==> src/rtl/display_pkg.sv <==
// Shared definitions for the BCD display driver.
//   conv_state_e : double-dabble converter states
//   SEG_TABLE    : active-low {g,f,e,d,c,b,a} patterns, index 0-9 are digits, 10 is blank
//   SEG_BLANK    : all segments off
//   seg_encode() : nibble to segment pattern, non-decimal nibbles blank
package display_pkg;

  typedef enum logic [1:0] {
    StIdle  = 2'd0,
    StShift = 2'd1,
    StDone  = 2'd2
  } conv_state_e;

  localparam logic [6:0] SEG_BLANK = 7'b1111111;

  localparam logic [10:0][6:0] SEG_TABLE = {
    SEG_BLANK,   // 10
    7'b0010000,  // 9
    7'b0000000,  // 8
    7'b1111000,  // 7
    7'b0000010,  // 6
    7'b0010010,  // 5
    7'b0011001,  // 4
    7'b0110000,  // 3
    7'b0100100,  // 2
    7'b1111001,  // 1
    7'b1000000   // 0
  };

  function automatic logic [6:0] seg_encode(input logic [3:0] d);
    if (d > 4'd9) begin
      return SEG_BLANK;
    end
    return SEG_TABLE[d];
  endfunction

endpackage

==> src/rtl/bin2bcd.sv <==
// Sequential double-dabble binary to BCD converter.
//   clk    : clock, rising edge
//   rst    : asynchronous active-low reset
//   number : binary input, sampled once per conversion in the idle cycle
//   bcd    : BCD result of the last completed conversion, digit 0 in [3:0]
//   busy   : high while shifting or writing back the result
// Conversions run back to back: one sample cycle, BITS shift cycles, one write-back cycle.
module bin2bcd
  import display_pkg::*;
#(
  parameter int unsigned BITS   = 8,
  parameter int unsigned DIGITS = 3
) (
  input  logic                  clk,
  input  logic                  rst,
  input  logic [BITS-1:0]       number,
  output logic [4*DIGITS-1:0]   bcd,
  output logic                  busy
);

  localparam int unsigned CW = $clog2(BITS + 1);

  conv_state_e               state_q, state_d;
  logic [CW-1:0]             cnt_q, cnt_d;
  logic [BITS-1:0]           sr_q, sr_d;
  logic [4*DIGITS-1:0]       scratch_q, scratch_d;
  logic [4*DIGITS-1:0]       bcd_q, bcd_d;
  logic [4*DIGITS-1:0]       adj;

  always_comb begin
    // Add-3 correction on every nibble that would overflow past 9 after the shift.
    adj = scratch_q;
    for (int i = 0; i < DIGITS; i++) begin
      if (adj[4*i +: 4] >= 4'd5) begin
        adj[4*i +: 4] = adj[4*i +: 4] + 4'd3;
      end
    end

    state_d   = state_q;
    cnt_d     = cnt_q;
    sr_d      = sr_q;
    scratch_d = scratch_q;
    bcd_d     = bcd_q;

    unique case (state_q)
      StIdle: begin
        sr_d      = number;
        scratch_d = '0;
        cnt_d     = '0;
        state_d   = StShift;
      end
      StShift: begin
        scratch_d = {adj[4*DIGITS-2:0], sr_q[BITS-1]};
        sr_d      = sr_q << 1;
        cnt_d     = cnt_q + 1'b1;
        if (cnt_q == CW'(BITS - 1)) begin
          state_d = StDone;
        end
      end
      StDone: begin
        bcd_d   = scratch_q;
        state_d = StIdle;
      end
      default: begin
        state_d = StIdle;
      end
    endcase
  end

  always_ff @(posedge clk or negedge rst) begin
    if (!rst) begin
      state_q   <= StIdle;
      cnt_q     <= '0;
      sr_q      <= '0;
      scratch_q <= '0;
      bcd_q     <= '0;
    end else begin
      state_q   <= state_d;
      cnt_q     <= cnt_d;
      sr_q      <= sr_d;
      scratch_q <= scratch_d;
      bcd_q     <= bcd_d;
    end
  end

  assign bcd  = bcd_q;
  assign busy = (state_q != StIdle);

endmodule

==> src/rtl/bcd_display_driver.sv <==
// Multiplexed 7-segment driver for a binary value.
//   clk    : clock, rising edge
//   rst    : asynchronous active-low reset
//   number : binary value to display
//   bcd    : latched BCD of the last converted value
//   busy   : converter activity
//   an     : active-low digit enables, exactly one low
//   seg    : active-low {g,f,e,d,c,b,a} for the enabled digit
// Each digit is enabled for SCAN_DIV cycles in turn. Leading zeros above digit 0 are
// optionally blanked.
module bcd_display_driver
  import display_pkg::*;
#(
  parameter int unsigned BITS     = 8,
  parameter int unsigned DIGITS   = 3,
  parameter int unsigned SCAN_DIV = 100000,
  parameter int unsigned BLANK_LZ = 1
) (
  input  logic                  clk,
  input  logic                  rst,
  input  logic [BITS-1:0]       number,
  output logic [4*DIGITS-1:0]   bcd,
  output logic                  busy,
  output logic [DIGITS-1:0]     an,
  output logic [6:0]            seg
);

  localparam int unsigned SW = $clog2(SCAN_DIV);
  localparam int unsigned IW = (DIGITS > 1) ? $clog2(DIGITS) : 1;

  logic [SW-1:0]     scan_q, scan_d;
  logic [IW-1:0]     idx_q, idx_d;
  logic [DIGITS-1:0] lz;
  logic              zero_above;
  logic [3:0]        cur;
  logic              cur_lz;

  bin2bcd #(
    .BITS   (BITS),
    .DIGITS (DIGITS)
  ) u_bin2bcd (
    .clk    (clk),
    .rst    (rst),
    .number (number),
    .bcd    (bcd),
    .busy   (busy)
  );

  always_comb begin
    scan_d = scan_q + 1'b1;
    idx_d  = idx_q;
    if (scan_q == SW'(SCAN_DIV - 1)) begin
      scan_d = '0;
      idx_d  = (idx_q == IW'(DIGITS - 1)) ? '0 : idx_q + 1'b1;
    end
  end

  always_ff @(posedge clk or negedge rst) begin
    if (!rst) begin
      scan_q <= '0;
      idx_q  <= '0;
    end else begin
      scan_q <= scan_d;
      idx_q  <= idx_d;
    end
  end

  always_comb begin
    // lz[i] is set when digit i and every digit above it are zero.
    zero_above = 1'b1;
    lz         = '0;
    for (int i = DIGITS - 1; i >= 0; i--) begin
      zero_above = zero_above & (bcd[4*i +: 4] == 4'd0);
      lz[i]      = zero_above;
    end

    cur    = 4'd0;
    cur_lz = 1'b0;
    an     = '1;
    for (int i = 0; i < DIGITS; i++) begin
      if (idx_q == IW'(i)) begin
        an[i]  = 1'b0;
        cur    = bcd[4*i +: 4];
        cur_lz = lz[i] && (i != 0);
      end
    end

    seg = ((BLANK_LZ != 0) && cur_lz) ? SEG_BLANK : seg_encode(cur);
  end

endmodule
==> config.mk <==
export PLATFORM = sky130hd
export DESIGN_NAME = bcd_display_driver
export DESIGN_NICKNAME = d
export VERILOG_FILES = /design/src/rtl/display_pkg.sv /design/src/rtl/bin2bcd.sv /design/src/rtl/bcd_display_driver.sv
export SDC_FILE = /design/constraint.sdc
export NUM_CORES = 1
export LEC_CHECK = 0
export CAP_MARGIN = 5
export CORE_UTILIZATION = 56
export DETAILED_ROUTE_END_ITERATION = 6
export PLACE_DENSITY = 0.79
export SLEW_MARGIN = 30
export SYNTH_ARGS = -nofsm -noshare
export SYNTH_HDL_FRONTEND = slang
export SYNTH_SLANG_ARGS = --single-unit
==> constraint.sdc <==
create_clock -name clk -period 2.85 [get_ports clk]
set_clock_uncertainty 0.15 [all_clocks]
set_input_delay 0.57 -clock clk [delete_from_list [all_inputs] [get_ports clk]]
set_output_delay 0.57 -clock clk [all_outputs]
set_load 0.01 [all_outputs]
# Word-level counts from Yosys, hierarchy flattened
# Memories as Yosys holds them, arrays and structs flattened.
# Cells that the tools add are included.
[totals] reg_bits=57 latch_bits=0 ram_bits=0 mem_bits_ro=112 memories=1
[memory_table] memory="(name not given)" depth=16 word_bits=7 rd=1 rd_clocked_by_memory_dff=0 write_ports=0 line="display_pkg.sv:34" source="return SEG_TABLE[d];"
[op_classes] addsub=6 n_mul=0 div=0 n_lt_le_gt_ge=5 eq_ne=7 shift=0 n_mux=23 n_bitwise=1 reduce_logical=6
[op_table] operator="7-bit 2-to-1 mux" count=4
[op_table] operator="12-bit case mux with 2 select lines" count=1
[op_table] operator="4-bit 2-to-1 mux" count=5
[op_table] operator="17-bit by 1-bit adder with 17-bit output, second input constant" count=1
[op_table] operator="17-bit equality test, second input constant" count=1
[op_table] operator="17-bit 2-to-1 mux" count=1
[op_table] operator="8-bit case mux with 2 select lines" count=1
[op_table] operator="4-bit by 3-bit greater-or-equal comparator with 1-bit output, second input constant" count=3
[op_table] operator="4-bit by 2-bit adder with 4-bit output, second input constant" count=2
[op_table] operator="4-bit logical NOT" count=2
[op_table] operator="4-bit case mux with 2 select lines" count=1
[op_table] operator="1-bit 2-to-1 mux" count=6
[op_table] operator="4-bit by 5-bit less-than comparator with 1-bit output, second input constant" count=1
[op_table] operator="4-bit by 1-bit adder with 4-bit output, second input constant" count=1
[op_table] operator="2-bit by 1-bit equality test with 1-bit output, second input constant" count=2
[op_table] operator="2-bit equality test, second input constant" count=2
[op_table] operator="4-bit by 3-bit equality test with 1-bit output, second input constant" count=1
[op_table] operator="4-bit greater-than comparator, second input constant" count=1
[op_table] operator="2-bit logical NOT" count=2
[op_table] operator="2-bit 2-to-1 mux" count=2
[op_table] operator="2-bit case mux with 2 select lines" count=1
[op_table] operator="2-bit nonzero test" count=2
[op_table] operator="3-bit by 2-bit adder with 3-bit output, second input constant" count=1
[op_table] operator="3-bit 2-to-1 mux" count=1
[op_table] operator="other kinds (3)" count=3

# Logic depth before layout (Yosys ltp)
[logic_depth] depth_word=8 mapped_depth=9

# Modules after synthesis
# A second synthesis with hierarchy kept.
[hier_totals] hier_cells=294 hier_area_um2=3070.4
[modules_own_cells] module="bin2bcd" n_inst=1 cells_each=171 area_per_inst_um2=1826.8 seq_area_each_um2=950.9
[modules_own_cells] module="bcd_display_driver" n_inst=1 cells_each=123 area_per_inst_um2=1243.7 seq_area_each_um2=475.5

# Least setup slack after synthesis
# Ideal clock, no wire load.
[synth_timing] kind="register -> output" from="register idx_q[1]" to="output port seg[2]" arrival_ps=1663 setup_slack_ps=467 stages_incl_launch_ff=9 path_buffers=2 path_cell_list="dfrtp_1 -> buf_6 -> nor2b_4 -> buf_6 -> a2bb2oi_2 -> ha_1 -> nor2_1 -> o31ai_4 -> o311ai_1"
[synth_between] elab_chain_cells=8 word_cells_on_any_way=14
[synth_rtl] element="start, declared" line="bcd_display_driver.sv:32" source="logic [IW-1:0] idx_q, idx_d;"
[synth_rtl] element="start signal, assigned" line="bcd_display_driver.sv:64" source="idx_q <= idx_d;"
[synth_rtl] element="2-bit logical NOT" line="bcd_display_driver.sv:81" source="if (idx_q == IW'(i)) begin"
[synth_rtl] element="4-bit 2-to-1 mux (3 in series)" line="bcd_display_driver.sv:81"
[synth_rtl] element="memory read 16 x 7 bit or 4-bit greater-than comparator (tied branches)"
[synth_rtl] element="7-bit 2-to-1 mux (not written as such) or 1-bit 2-to-1 mux (tied branches)" line="display_pkg.sv:34, display_pkg.sv:31"
[synth_rtl] element="7-bit 2-to-1 mux" line="display_pkg.sv:34"
[synth_rtl] element="7-bit 2-to-1 mux (*)" line="bcd_display_driver.sv:88" source="seg = ((BLANK_LZ != 0) && cur_lz) ? SEG_BLANK : seg_encode(cur);"
[synth_rtl] element="end, declared" line="bcd_display_driver.sv:25" source="output logic [6:0] seg"
# Every way passes the cells marked *; elsewhere a longest branch is shown, timed or not. The select of a mux whose other input is x is not followed.

# Worst setup path after layout
[layout_timing] from="register idx_q[0]" to="output port seg[3]"
# Same word-level chain as after synthesis.

==> metrics.csv <==
stage,metric,value,unit
critical_path,crit path DAT,2.26,ns
die,Initial Util,58.89,%
clock_network,CTS root buffer,clkbuf_8,
finish,post-route insts no fill,423,
synth,Post-Syn Instances,301,
clock_network,CTS tree,built,
power_and_ir_drop,pwr/cell area,715.1,nW/um2
synth,Yosys warning count,0,
synth,Synth top area share,47.13,%
synth,"FFs w/ async S/R, synth",100.0,%
route,Routed Antenna Nets,0,
sta,Final Setup Violations,7,
route,WL final,6.337,mm
place,IO buf count,32,
synth,number of synthesized flops with an enable pin,0,
die,Die ar.,5703,um2
die,die width,75.52,um
synth,Yosys reg bits,57,
run,MaxCap Viol Count,0,
critical_path,Crit-path slowest cell,dfrtp_2,
global_route,largest net degree at the start of global routing,38,
route,DR vias/cell,5.494,
clock_network,clk_lat worst skew,0.33,ns
clock_network,Num CTS Buffers,9,
sta,Slew Limit Fails,0,
sta,minimum hold slack,0.1241,ns
critical_path,kind of end point of the critical path,primary output,
synth,mapped cell area,3027,um2
global_route,vias in the first global route,2183,
place,HPWL Detailed,4.287,mm
finish,layout cells sized above 1,17.56,%
synth,Area contributors post-synth,"dfrtp_1 47%, o21ai_0 6.4%, ha_1 5.4%",
synth,syn nets,324,
critical_path,CP cell instances,mux2i_1 -> a2bb2oi_2 -> ha_2 -> nor2_2 -> o31ai_4 -> buf_4 -> o211ai_1 -> buf_2,
power_and_ir_drop,Leak,1.574,nW
die,I/O pin count,33,
sta,Tightest Pin Transition,0.6773,ns
global_route,initial antenna violation count,0,
power_and_ir_drop,worst vdd ir,0.0004381,V
clock_network,H-tree Lvls,3,
synth,sequential-to-total area share from yosys stat,47.13,%
sta,Tmin final,2.985,ns
sta,worst slew margin relative to its limit,54.85,%
hold_path,worst hold-check path type,input port to asynchronous set/reset pin,
place,placed cell count,402,
die,core box area,5140,um2
synth,post-synth cell types,40,
global_route,gr ovfl total,0,
sta,fmax,0.3350,GHz
sta,Final WS setup,-0.1347,ns
die,Row Count,26,
critical_path,Crit Path Class,register to primary output,
finish,most frequent cells in the layout,"56 x dfrtp_1, 41 x nand2_1, 39 x o21ai_0",
finish,Final Core Density,70.84,%
finish,Nets,372,
route,First-pass DRT Iterations,4,
route,per-cell routed wire length,14.98,um
global_route,global-route wire length before repair,10.21,mm
sta,part of the cycle the worst path needs,104.7,%
clock_network,clk slew on worst S/H paths,0.06,ns
clock_network,Max clock buf depth,2,
die,die height,75.52,um
route,DR iter-0 viols,138,
critical_path,CP bufs+invs,2,
route,Residual DRC,0,
clock_network,clk sinks,57,
status,status,"finished, violations left",
route,Via Count,2324,
finish,Fillers,407,
finish,ANT cells,0,
global_route,total global-route track usage,24.66,%
status,failing checks,negative setup slack,
critical_path,worst-path fanout max,5,
synth,Synth area leader,dfrtp_1,
sta,setup TNS,-0.6133,ns
finish,"commonest non-fill, non-tap cell in the layout",dfrtp_1,
critical_path,max incr delay on CP,0.43,ns
critical_path,Crit path required time,2.13,ns
place,GPL Wtd Cong,0.8610,
synth,Synth Flop Type,dfrtp_1,
critical_path,critical path launch point type,register,
sta,Final Hold Fails,0,
finish,Area Overhead vs Synth,20.30,%
synth,Post-Syn Area per Cell,10.06,um2
critical_path,crit-path leading delay family,compound AO/OA/AOI/OAI gates,
sta,unrepaired setup endpoints after global routing,true,
==> sequential cells by signal (all words and copies together) (netlist names) <==
signal,flops
idx_q,2
scan_q,17
u_bin2bcd.bcd,12
u_bin2bcd.cnt_q,4
u_bin2bcd.scratch_q,12
u_bin2bcd.sr_q,8
u_bin2bcd.state_q,2
==> logic make-up (layout without fill, tap and decap cells) <==
kind of cell,after synthesis,after routing,synth area share (%)
mux,25,25,8.640
compound gates,61,61,12.82
xor+xnor,17,17,4.919
flops,57,57,47.13
simple gates,101,101,16.91
buf+inv,27,79,4.217
fa+ha+maj,13,13,5.374
==> where the power goes <==
part           total [W]  internal (W)  leakage [nW]  switching, W
clock           0.000639      0.000331        0.0822      0.000307
combinational   0.000934      0.000480         0.751      0.000455
sequential       0.00103      0.000914         0.741      0.000117
==> metrics by stage <==
step | cell area (um2) | power, W | setup WS [ns]
floorplan | 3027 | 0.001551 | 0.4665
global placement | 3457 | 0.001952 | -0.00001421
detailed placement | 3457 | 0.001985 | -0.1442
CTS | 3631 | 0.002609 | -0.1956
global route | 3641 | 0.002758 | -0.2428
finish | 3641 | 0.002604 | -0.1347
==> metal layers <==
layer  wire, um  vias to the layer above  part of all wire [%]  GRT usage, %
li1           -                     1144                     -             -
met2       3184                       45                    50         40.48
met1       2873                     1128                    45         31.17
met4         93                        0                   1.5         12.14
met5          0                        -                     0             0
met3        186                        7                   2.9         5.159
==> cells in the mapped netlist (2+ instances only) <==
library cell,instances
and4_1,2
o21ai_0,39
o2bb2ai_1,2
nor3b_1,5
buf_2,3
or3_1,2
nand2_1,41
o211ai_1,5
clkbuf_1,7
nor3_1,3
nand2b_1,8
nand3_1,9
or2_2,2
mux2i_1,16
buf_6,3
mux2_2,9
xnor2_1,12
nor2_1,12
and2_1,4
nor4_1,2
ha_1,13
inv_1,13
dfrtp_1,57
a21oi_1,7
xor2_1,5
nand4_1,6
==> final timing paths <==
path                                                start                          endpoint  slack [ns]  cells after the start
max reg2reg                           scan_q[0]$_DFF_PN0_               scan_q[5]$_DFF_PN0_        0.89                      5
min                                                   rst              idx_q[1]$_DFFE_PN0N_        0.12                      1
min in group clk           u_bin2bcd.cnt_q[3]$_DFFE_PN0P_  u_bin2bcd.state_q[1]$_DFFE_PN0P_        0.31                      1
max                                  idx_q[0]$_DFFE_PN0N_                            seg[3]       -0.13                      8
max in group asynchronous                             rst              idx_q[0]$_DFFE_PN0N_        1.83                      2
min reg2reg                u_bin2bcd.cnt_q[3]$_DFFE_PN0P_  u_bin2bcd.state_q[1]$_DFFE_PN0P_        0.31                      1
==> area by class of cell <==
| type | instances | area, um2 | share of cell area [%] |
|---|---|---|---|
| clock buffer | 12 | 145.1 | 3.986 |
| clock inverter | 3 | 17.52 | 0.4811 |
| inverter | 14 | 52.55 | 1.443 |
| multi-input combinational | 217 | 1483 | 40.72 |
| sequential | 57 | 1428 | 39.21 |
| tap | 70 | 87.58 | 2.405 |
| timing repair buffer | 50 | 427.9 | 11.75 |
==> timing repair <==
action | in CTS | in global routing
hold buffers | 0 | 0
gates resized for setup | 33 | 1
pin swaps | 3 | 2
setup buffers | 5 | 1
setup endpoints to repair | 7 | 7
Power figures use the tool's default switching activity.
